===== src/rtl/cla_byte_serial_ctrl_if.sv =====
// Operand/result handshake bundle for the byte-serial CLA sequencer.
// The slave modport is the sequencer; the master modport is its producer/consumer.
interface cla_byte_serial_ctrl_if #(
    parameter int unsigned NBYTES = 4
);
    localparam int unsigned W = 8 * NBYTES;

    logic         in_valid;
    logic         in_ready;
    logic [W-1:0] in_a;
    logic [W-1:0] in_b;
    logic         in_cin;
    logic         in_sub;
    logic         out_valid;
    logic         out_ready;
    logic [W-1:0] out_sum;
    logic         out_cout;
    logic         out_ovf;
    logic         busy;

    modport slave (
        input  in_valid, in_a, in_b, in_cin, in_sub, out_ready,
        output in_ready, out_valid, out_sum, out_cout, out_ovf, busy
    );

    modport master (
        output in_valid, in_a, in_b, in_cin, in_sub, out_ready,
        input  in_ready, out_valid, out_sum, out_cout, out_ovf, busy
    );
endinterface


===== src/rtl/cla_byte_serial_ctrl.sv =====
// W-bit add/subtract built from one 8-bit carry-lookahead adder reused over NBYTES passes,
// least-significant byte first, with a registered inter-byte carry.
module cla_byte_serial_ctrl #(
    parameter int unsigned NBYTES = 4
) (
    input logic                   clk,
    input logic                   rst,
    cla_byte_serial_ctrl_if.slave bus
);
    localparam int unsigned W    = 8 * NBYTES;
    localparam int unsigned CntW = (NBYTES > 1) ? $clog2(NBYTES) : 1;
    localparam logic [CntW-1:0] LastCnt = CntW'(NBYTES - 1);

    typedef enum logic [1:0] {StIdle, StRun, StDone} state_e;

    state_e          state_q;
    logic [CntW-1:0] cnt_q;
    logic            carry_q;
    logic [W-1:0]    op_a_q;
    logic [W-1:0]    op_b_q;
    logic [W-1:0]    sum_q;
    logic            cout_q;
    logic            ovf_q;
    logic            valid_q;
    logic            busy_q;

    logic            in_ready;
    logic            accept;
    logic [CntW+2:0] byte_base;
    logic [7:0]      a_byte;
    logic [7:0]      b_byte;
    logic [7:0]      gen;
    logic [7:0]      prop;
    logic [8:0]      carry;
    logic [7:0]      byte_sum;
    logic            byte_cout;

    always_comb begin
        in_ready = 1'b0;
        unique case (state_q)
            StIdle:  in_ready = 1'b1;
            StRun:   in_ready = 1'b0;
            StDone:  in_ready = bus.out_ready;
            default: in_ready = 1'b0;
        endcase
    end

    assign accept    = bus.in_valid & in_ready;
    assign byte_base = {cnt_q, 3'b000};
    assign a_byte    = op_a_q[byte_base +: 8];
    assign b_byte    = op_b_q[byte_base +: 8];

    // 8-bit CLA: every carry is a flat sum of generate terms gated by the propagate chain.
    always_comb begin
        logic pp;
        gen      = a_byte & b_byte;
        prop     = a_byte ^ b_byte;
        carry    = '0;
        carry[0] = carry_q;
        pp       = 1'b0;
        for (int i = 0; i < 8; i++) begin
            carry[i+1] = gen[i];
            pp         = prop[i];
            for (int j = i - 1; j >= 0; j--) begin
                carry[i+1] = carry[i+1] | (pp & gen[j]);
                pp         = pp & prop[j];
            end
            carry[i+1] = carry[i+1] | (pp & carry_q);
        end
        byte_sum  = prop ^ carry[7:0];
        byte_cout = carry[8];
    end

    always_ff @(posedge clk or posedge rst) begin
        if (rst) begin
            state_q <= StIdle;
            cnt_q   <= '0;
            carry_q <= 1'b0;
            op_a_q  <= '0;
            op_b_q  <= '0;
            sum_q   <= '0;
            cout_q  <= 1'b0;
            ovf_q   <= 1'b0;
            valid_q <= 1'b0;
            busy_q  <= 1'b0;
        end else if (accept) begin
            // Covers both IDLE and the DONE hand-off that overlaps consume with accept.
            state_q <= StRun;
            cnt_q   <= '0;
            op_a_q  <= bus.in_a;
            op_b_q  <= bus.in_sub ? ~bus.in_b : bus.in_b;
            carry_q <= bus.in_sub ? 1'b1 : bus.in_cin;
            valid_q <= 1'b0;
            busy_q  <= 1'b1;
        end else begin
            unique case (state_q)
                StIdle: begin
                    valid_q <= 1'b0;
                    busy_q  <= 1'b0;
                end
                StRun: begin
                    sum_q[byte_base +: 8] <= byte_sum;
                    carry_q               <= byte_cout;
                    if (cnt_q == LastCnt) begin
                        state_q <= StDone;
                        valid_q <= 1'b1;
                        busy_q  <= 1'b0;
                        cout_q  <= byte_cout;
                        ovf_q   <= (op_a_q[W-1] == op_b_q[W-1]) & (byte_sum[7] != op_a_q[W-1]);
                    end else begin
                        cnt_q <= cnt_q + 1'b1;
                    end
                end
                StDone: begin
                    if (bus.out_ready) begin
                        state_q <= StIdle;
                        valid_q <= 1'b0;
                    end
                end
                default: state_q <= StIdle;
            endcase
        end
    end

    assign bus.in_ready  = in_ready;
    assign bus.out_valid = valid_q;
    assign bus.out_sum   = sum_q;
    assign bus.out_cout  = cout_q;
    assign bus.out_ovf   = ovf_q;
    assign bus.busy      = busy_q;
endmodule


===== src/flat_wrapper.sv =====
// flat-port wrapper written by rule: the top's interface ports become plain ports
module cla_byte_serial_ctrl_flat 
#(
    parameter int unsigned NBYTES = 4
)
  (clk, rst, bus_in_valid, bus_in_a, bus_in_b, bus_in_cin, bus_in_sub, bus_out_ready, bus_in_ready, bus_out_valid, bus_out_sum, bus_out_cout, bus_out_ovf, bus_busy);
  cla_byte_serial_ctrl_if #(.NBYTES(NBYTES)) bus_i ();
  input logic clk;
  input logic rst;
  input wire logic [$bits(bus_i.in_valid)-1:0] bus_in_valid;
  input wire logic [$bits(bus_i.in_a)-1:0] bus_in_a;
  input wire logic [$bits(bus_i.in_b)-1:0] bus_in_b;
  input wire logic [$bits(bus_i.in_cin)-1:0] bus_in_cin;
  input wire logic [$bits(bus_i.in_sub)-1:0] bus_in_sub;
  input wire logic [$bits(bus_i.out_ready)-1:0] bus_out_ready;
  output wire logic [$bits(bus_i.in_ready)-1:0] bus_in_ready;
  output wire logic [$bits(bus_i.out_valid)-1:0] bus_out_valid;
  output wire logic [$bits(bus_i.out_sum)-1:0] bus_out_sum;
  output wire logic [$bits(bus_i.out_cout)-1:0] bus_out_cout;
  output wire logic [$bits(bus_i.out_ovf)-1:0] bus_out_ovf;
  output wire logic [$bits(bus_i.busy)-1:0] bus_busy;
  assign bus_i.in_valid = bus_in_valid;
  assign bus_i.in_a = bus_in_a;
  assign bus_i.in_b = bus_in_b;
  assign bus_i.in_cin = bus_in_cin;
  assign bus_i.in_sub = bus_in_sub;
  assign bus_i.out_ready = bus_out_ready;
  assign bus_in_ready = bus_i.in_ready;
  assign bus_out_valid = bus_i.out_valid;
  assign bus_out_sum = bus_i.out_sum;
  assign bus_out_cout = bus_i.out_cout;
  assign bus_out_ovf = bus_i.out_ovf;
  assign bus_busy = bus_i.busy;
  cla_byte_serial_ctrl #(.NBYTES(NBYTES)) u_core (.clk(clk), .rst(rst), .bus(bus_i));
endmodule

===== config.mk =====
export PLATFORM = sky130hd
export DESIGN_NAME = cla_byte_serial_ctrl_flat
export DESIGN_NICKNAME = d
export VERILOG_FILES = /design/src/rtl/cla_byte_serial_ctrl_if.sv /design/src/rtl/cla_byte_serial_ctrl.sv /design/src/flat_wrapper.sv
export SDC_FILE = /design/constraint.sdc
export NUM_CORES = 1
export LEC_CHECK = 0
export CAP_MARGIN = 20
export CORE_MARGIN = 5
export CORE_UTILIZATION = 55
export DETAILED_ROUTE_END_ITERATION = 12
export DONT_BUFFER_PORTS = 1
export GPL_TIMING_DRIVEN = 0
export PLACE_DENSITY_LB_ADDON = 0.3
export SETUP_SLACK_MARGIN = 0.3
export SYNTH_ARGS = -nofsm -noshare
export SYNTH_HDL_FRONTEND = slang
export SYNTH_SLANG_ARGS = --single-unit

===== constraint.sdc =====
create_clock -name clk -period 3.4 [get_ports clk]
set_input_delay 0.34 -clock clk [delete_from_list [all_inputs] [get_ports clk]]
set_output_delay 0.34 -clock clk [all_outputs]
set_load 0.03 [all_outputs]

==> results of run 1 <==
-- state kept, by name, indices dropped and copies added, names as in the netlist --
signal,flops
u_core.bus.out_sum,32
u_core.op_a_q,32
u_core.op_b_q,32
u_core.cnt_q,2
u_core.state_q,2
u_core.bus.busy,1
u_core.bus.out_cout,1
u_core.bus.out_ovf,1
u_core.bus.out_valid,1
u_core.carry_q,1
-- Yosys cell counts (all sizes together) --
| master | n | area, um^2 |
|---|---|---|
| a22o | 20 | 175 |
| nand2b | 3 | 18.8 |
| o2bb2ai | 1 | 15.0 |
| nor3 | 3 | 20.0 |
| nor4 | 1 | 6.26 |
| nand4 | 3 | 18.8 |
| and2b | 1 | 7.51 |
| o311a | 1 | 11.3 |
| dfrtp | 105 | 2630 |
| xnor2 | 37 | 324 |
| nor2 | 20 | 77.6 |
| and2 | 1 | 6.26 |
| nand3 | 5 | 25.0 |
| ha | 15 | 188 |
| a211o | 1 | 8.76 |
| buf | 11 | 50.0 |
| fa | 1 | 20.0 |
| or4 | 1 | 7.51 |
| nor2b | 3 | 18.8 |
| o221ai | 1 | 15.0 |
| a41oi | 1 | 16.3 |
| o2111ai | 1 | 8.76 |
| nand2 | 150 | 563 |
| mux4 | 16 | 360 |
| a21oi | 7 | 35.0 |
| or3 | 1 | 6.26 |
| mux2 | 1 | 11.3 |
| o21ai | 50 | 250 |
| o31ai | 2 | 15.0 |
| clkbuf | 13 | 48.8 |
| o21a | 1 | 7.51 |
| inv | 6 | 22.5 |
-- stage by stage --
stage,TNS (ns),cells
global route,0,610
floorplan,0,483
CTS,0,610
detailed placement,-0.553,593
global placement,-0.166,591
finish,0,610
-- cell families (layout without fill, tap and decap cells) --
kind of cell	after synthesis	after routing	synth area share (%)
fa+ha+maj	16	16	4.17
buf+inv	30	49	2.43
flops	105	105	52.7
simple gates	192	192	15.6
xor+xnor	37	37	6.50
compound gates	86	86	11.2
mux	17	17	7.45
-- cells in the final DEF (no fill, tap or decap), types with 6 or more instances in the layout --
master	Yosys	layout
nand2_1	150	150
dfrtp_1	105	105
o21ai_0	49	49
xnor2_1	37	37
a22o_1	20	20
nor2_1	19	19
mux4_2	16	16
ha_1	15	15
clkbuf_1	13	12
clkbuf_8	0	11
a21oi_1	7	7
buf_2	7	6
-- routing by layer --
layer	share of wire, %	global-route usage [%]	wire length [um]	vias to the layer above
met1	42	27.9	4790	1705
li1	-	-	-	1660
met2	48	32.9	5380	120
met5	0.12	0	13	-
met3	8.6	7.40	970	10
met4	1.3	5.48	145	2
-- power by group through the flow --
stage	Combinational, mW	Clock, mW	Sequential, mW
after floorplan	2.36	0	2.24
after global placement	2.97	0	2.34
after detailed placement	3.08	0	2.37
after CTS	3.10	0.804	2.34
after global routing	3.46	0.863	2.41
final	3.10	0.794	2.34
-- how the worst max path moves through the flow --
stage                          to  cells after the start
2_1_floorplan  u_core.bus.out_ovf                      8
3_3_place_gp   u_core.bus.out_ovf                      9
3_5_place_dp   u_core.bus.out_ovf                      9
4_1_cts        u_core.bus.out_ovf                      8
5_1_grt        u_core.bus.out_ovf                      9
6_report       u_core.bus.out_ovf                      9
-- critical path, delay by kind of cell, from the launching register on --
family	cells	cell delay, ns
AND/OR/NAND/NOR	1	0.34
adder cells (fa/ha/maj)	1	0.39
flip-flops	1	0.41
buffers and inverters	2	0.47
multiplexers	1	0.34
AO/OA/AOI/OAI	4	0.92
-- area by class of cell --
cell class              count  area share, %
inverters                   6          0.487
multi-input cells         348           41.4
well taps                 108           2.50
flip-flops and latches    105           48.7
repair buffers              3          0.927
clock buffers              12           2.87
plain buffers              24           2.16
clock inverters             4          0.950
-- what timing repair did --
item                                   CTS  global route
setup buffers                            0             0
hold buffers                             1             0
endpoints found under the hold margin   22             0
resized for setup                        4             8
setup endpoints to repair               22             7
gates cloned                             0             0
==> impl_metrics.env, run 1 <==
export IMPL_fin_nets=583
export IMPL_finalInstanceArea_um2=5400
export IMPL_grt_pass1_wl_mm=18.5
export IMPL_hold_depth=2
export IMPL_finalPower_mw=6.24
export IMPL_clk_latency_ns=0.36
export IMPL_crit_type="reg -> reg"
export IMPL_die_w_um=105
export IMPL_switching_share_pct=45.9
export IMPL_syn_inst=483
export IMPL_firstDrtPassIters=4
export IMPL_clk_pin_slew_ns=0.10
export IMPL_hold_path_startpoint="bus_in_a[11]"
export IMPL_cp_startpoint="u_core.cnt_q[1]"
export IMPL_drc_errors=0
export IMPL_multi_input_area_um2=2240
export IMPL_synth_cell_types=36
export IMPL_netSwitchingPower_mw=2.86
export IMPL_power_density_nw_per_um2=1160
export IMPL_p_seq_share_pct=37.5
export IMPL_fin_crit_ns=2.94
export IMPL_grt_ovfl_total=0
export IMPL_cts_path_max_buffers=2
export IMPL_cts_sinks=105
export IMPL_timing_rr_start="u_core.cnt_q[1]"
export IMPL_ios=107
export IMPL_drive_gt1_share_pct=10.2
export IMPL_outcome="completed"
export IMPL_antenna_found_initial=1
export IMPL_leakagePower_nw=2.48
export IMPL_avgSynthCellArea_um2=10.3
export IMPL_drt_iter0_markers=176
export IMPL_relSlewSlack_pct=42.6
export IMPL_numCtsBuffers=9
export IMPL_hold_class="in -> reg"
export IMPL_maxSlewViolCount=0
export IMPL_crit_path_max_incr_delay_ns=0.41
export IMPL_synth_area_um2=4990
export IMPL_cp_max_fo=10
export IMPL_ys_ff_latch=105
export IMPL_rsz0062_at_grt="yes"
export IMPL_dpl_cell_area_um2=5160
export IMPL_holdPathEnd="u_core.op_a_q[11]"
export IMPL_avgViaCountPerCell=5.73
export IMPL_finalHoldViolCount=0
export IMPL_pre_cts_slack_ns=-0.156
export IMPL_cts_tree="done"
export IMPL_postLayoutCoreUtil_pct=61.6
export IMPL_wl_per_cell_um=18.5
export IMPL_crit_required_ns=3.68
export IMPL_grt_usage_pct=21.0
export IMPL_rows=34
export IMPL_area_delta_synth_final_pct=8.28
export IMPL_reg2reg_slack_ns=0.46
export IMPL_vias=3497
export IMPL_fmax_ghz=0.340
export IMPL_totalWireLength_mm=11.3
export IMPL_rr_worst_depth=9
export IMPL_die_area_um2=11100
export IMPL_endpoint_kind="register"
export IMPL_diodes=0
export IMPL_vdd_ir_drop_max_uv=580
export IMPL_fill_cells=749
export IMPL_pwr_share_comb_pct=49.7
export IMPL_hpwl_mm=8.73
export IMPL_crit_path_start_kind="register"
export IMPL_dieHeight_um=105
export IMPL_syn_nets=569
export IMPL_port_buffers=0
export IMPL_root_buffer="clkbuf_8"
export IMPL_ys_warn_count=0
export IMPL_internal_power_mw=3.37
export IMPL_synth_seq_area_share_pct=52.7
export IMPL_power_frac_clock_pct=12.7
export IMPL_maxCapViolCount=0
export IMPL_htreeDepth=3
export IMPL_core_area_um2=8760
export IMPL_gp_congestion=0.803
export IMPL_finalSetupViolations=0
export IMPL_ff_latch_area_um2=2630
export IMPL_worst_pin_slew_ns=0.860
export IMPL_fin_skew_ns=0.0113
export IMPL_cp_cell_sequence="clkbuf_4 -> buf_4 -> mux4_2 -> ha_1 -> a211o_1 -> o221ai_2 -> o2bb2ai_2 -> or3_1 -> a41oi_2"
export IMPL_grt_max_degree=43
export IMPL_ant_nets=0
export IMPL_grt_pass1_vias=3566
export IMPL_timing_final_ws_setup_ns=0.461
export IMPL_start_util_pct=56.9
export IMPL_cp_data_arrival_time_ns=3.22
export IMPL_hold_slack_ns=0.0767
export IMPL_cp_slowest_cell="dfrtp_1"
export IMPL_period_share_pct=86.4
export IMPL_r2r_end="u_core.bus.out_ovf"
(Power assumes the default switching activity.)
==> run 2: changes to the inputs <==
Settings changed: CELL_PAD_IN_SITES_DETAIL_PLACEMENT from default to 0, CELL_PAD_IN_SITES_GLOBAL_PLACEMENT from default to 1, CORE_UTILIZATION 55 to 49, CTS_CLUSTER_DIAMETER from default to 200.
==> run 2 against run 1 <==
Compared with the run above:
- first-iteration DRC count shrank 8.5%
- critical path depth fell by 1
- worst hold slack worse by 0.0047 ns
- combinational power about the same
==> impl_metrics.env, run 2 (synthesis results as in run 1) <==
export IMPL_drc_errors=0
export IMPL_crit_required_ns=3.69
export IMPL_area_delta_synth_final_pct=9.26
export IMPL_cts_tree="done"
export IMPL_firstDrtPassIters=4
export IMPL_cp_data_arrival_time_ns=3.27
export IMPL_fmax_ghz=0.336
export IMPL_maxCapViolCount=0
export IMPL_outcome="completed"
export IMPL_numCtsBuffers=9
export IMPL_p_seq_share_pct=37.6
export IMPL_vdd_ir_drop_max_uv=419
export IMPL_totalWireLength_mm=11.5
export IMPL_worst_pin_slew_ns=0.758
export IMPL_pwr_share_comb_pct=49.6
export IMPL_placed_cells=619
export IMPL_clk_pin_slew_ns=0.11
export IMPL_fin_tns_setup_ns=0
export IMPL_hold_class="in -> reg"
export IMPL_final_cell_mix="150 x nand2_1, 104 x dfrtp_1, 49 x o21ai_0"
export IMPL_fin_crit_ns=2.98
export IMPL_postLayoutCoreUtil_pct=55.2
export IMPL_gp_congestion=0.784
export IMPL_multi_input_area_um2=2240
export IMPL_endpoint_kind="register"
export IMPL_maxSlewViolCount=0
export IMPL_ios=107
export IMPL_grt_usage_pct=19.2
export IMPL_fin_nets=584
export IMPL_fill_cells=874
export IMPL_clk_latency_ns=0.37
export IMPL_switching_share_pct=46.1
export IMPL_start_util_pct=50.5
export IMPL_rows=36
export IMPL_avgViaCountPerCell=5.41
export IMPL_crit_path_start_kind="register"
export IMPL_root_buffer="clkbuf_8"
export IMPL_leakagePower_nw=2.49
export IMPL_rsz0062_at_grt="no"
export IMPL_final_common_cell="nand2_1"
export IMPL_drive_gt1_share_pct=10.7
export IMPL_grt_max_degree=29
export IMPL_core_area_um2=9860
export IMPL_die_area_um2=12300
export IMPL_grt_ovfl_total=0
export IMPL_grt_pass1_wl_mm=19.0
export IMPL_cts_sinks=105
export IMPL_htreeDepth=3
export IMPL_cts_path_max_buffers=2
export IMPL_power_frac_clock_pct=12.9
export IMPL_relSlewSlack_pct=49.4
export IMPL_hpwl_mm=8.97
export IMPL_finalHoldViolCount=0
export IMPL_grt_pass1_vias=3641
export IMPL_internal_power_mw=3.36
export IMPL_crit_type="reg -> reg"
export IMPL_fin_cells=636
export IMPL_dieHeight_um=111
export IMPL_netSwitchingPower_mw=2.87
export IMPL_period_share_pct=87.5
export IMPL_finalPower_mw=6.23
export IMPL_wl_per_cell_um=18.1
export IMPL_cp_max_fo=10
export IMPL_timing_final_ws_setup_ns=0.424
export IMPL_pre_cts_slack_ns=-0.179
export IMPL_antenna_found_initial=0
export IMPL_ant_nets=0
export IMPL_port_buffers=0
export IMPL_fin_skew_ns=0.0155
export IMPL_power_density_nw_per_um2=1140
export IMPL_ff_latch_area_um2=2630
export IMPL_diodes=0
export IMPL_finalSetupViolations=0
export IMPL_drt_iter0_markers=161
export IMPL_die_w_um=111
export IMPL_vias=3439
## run 2: worst paths after layout
kind	from	end	slack [ns]	cells after the start
worst min-delay path	bus_in_a[17]	u_core.op_a_q[17]	0.07	2
min in group asynchronous	rst	u_core.bus.out_sum[20]	0.49	2
worst max-delay path	u_core.cnt_q[0]	u_core.bus.out_ovf	0.42	8
worst max register to register	u_core.cnt_q[0]	u_core.bus.out_ovf	0.42	8
max in group asynchronous	rst	u_core.op_b_q[14]	1.95	5
worst min register to register	u_core.op_a_q[27]	u_core.op_a_q[27]	0.49	2
## run 2: area by class of cell
type	instances	area share, %
flip-flops and latches	105	48.3
multi-input cells	348	41.1
well taps	133	3.05
clock buffers	10	2.53
plain buffers	24	2.14
repair buffers	4	1.29
clock inverters	6	1.19
inverters	6	0.482
## run 2: power by group through the flow
stage	sequential, mW	clock (mW)	combinational [mW]
CTS	2.34	0.810	3.12
detailed placement	2.37	0	3.09
finish	2.34	0.802	3.09
floorplan	2.24	0	2.36
global route	2.41	0.866	3.48
global placement	2.34	0	3.01
## run 2: stage by stage
| stage | hold slack, ns | cell area, um^2 |
|---|---|---|
| final | 0.0720 | 5450 |
| after global routing | 0.0699 | 5450 |
| after CTS | 0.0632 | 5440 |
| after detailed placement | 0.293 | 5220 |
| after global placement | 0.451 | 5160 |
| after floorplan | 0.440 | 4990 |
## run 2: critical path, cell delays in order, from the launching register on
cell,delay (ns)
dfrtp_2,0.44
buf_4,0.24
mux4_2,0.56
ha_1,0.40
a211o_1,0.36
o221ai_2,0.21
o2bb2ai_2,0.15
or3_1,0.35
a41oi_2,0.19
## run 2: repair_timing
| action | 4_1_cts | 5_1_grt |
|---|---|---|
| gates resized for setup | 7 | 4 |
| setup buffers | 0 | 0 |
| hold buffers | 1 | 0 |
| endpoints found under the hold margin | 25 | 0 |
| pin swaps | 0 | 0 |
| setup endpoints to repair | 22 | 5 |
## run 2: layer usage
| layer | wire, um | up-vias | global-route usage [%] |
|---|---|---|---|
| met1 | 5040 | 1672 | 25.0 |
| met3 | 647 | 10 | 5.02 |
| li1 | - | 1665 | - |
| met5 | 0 | - | 0 |
| met2 | 5670 | 92 | 32.7 |
| met4 | 133 | 0 | 3.94 |
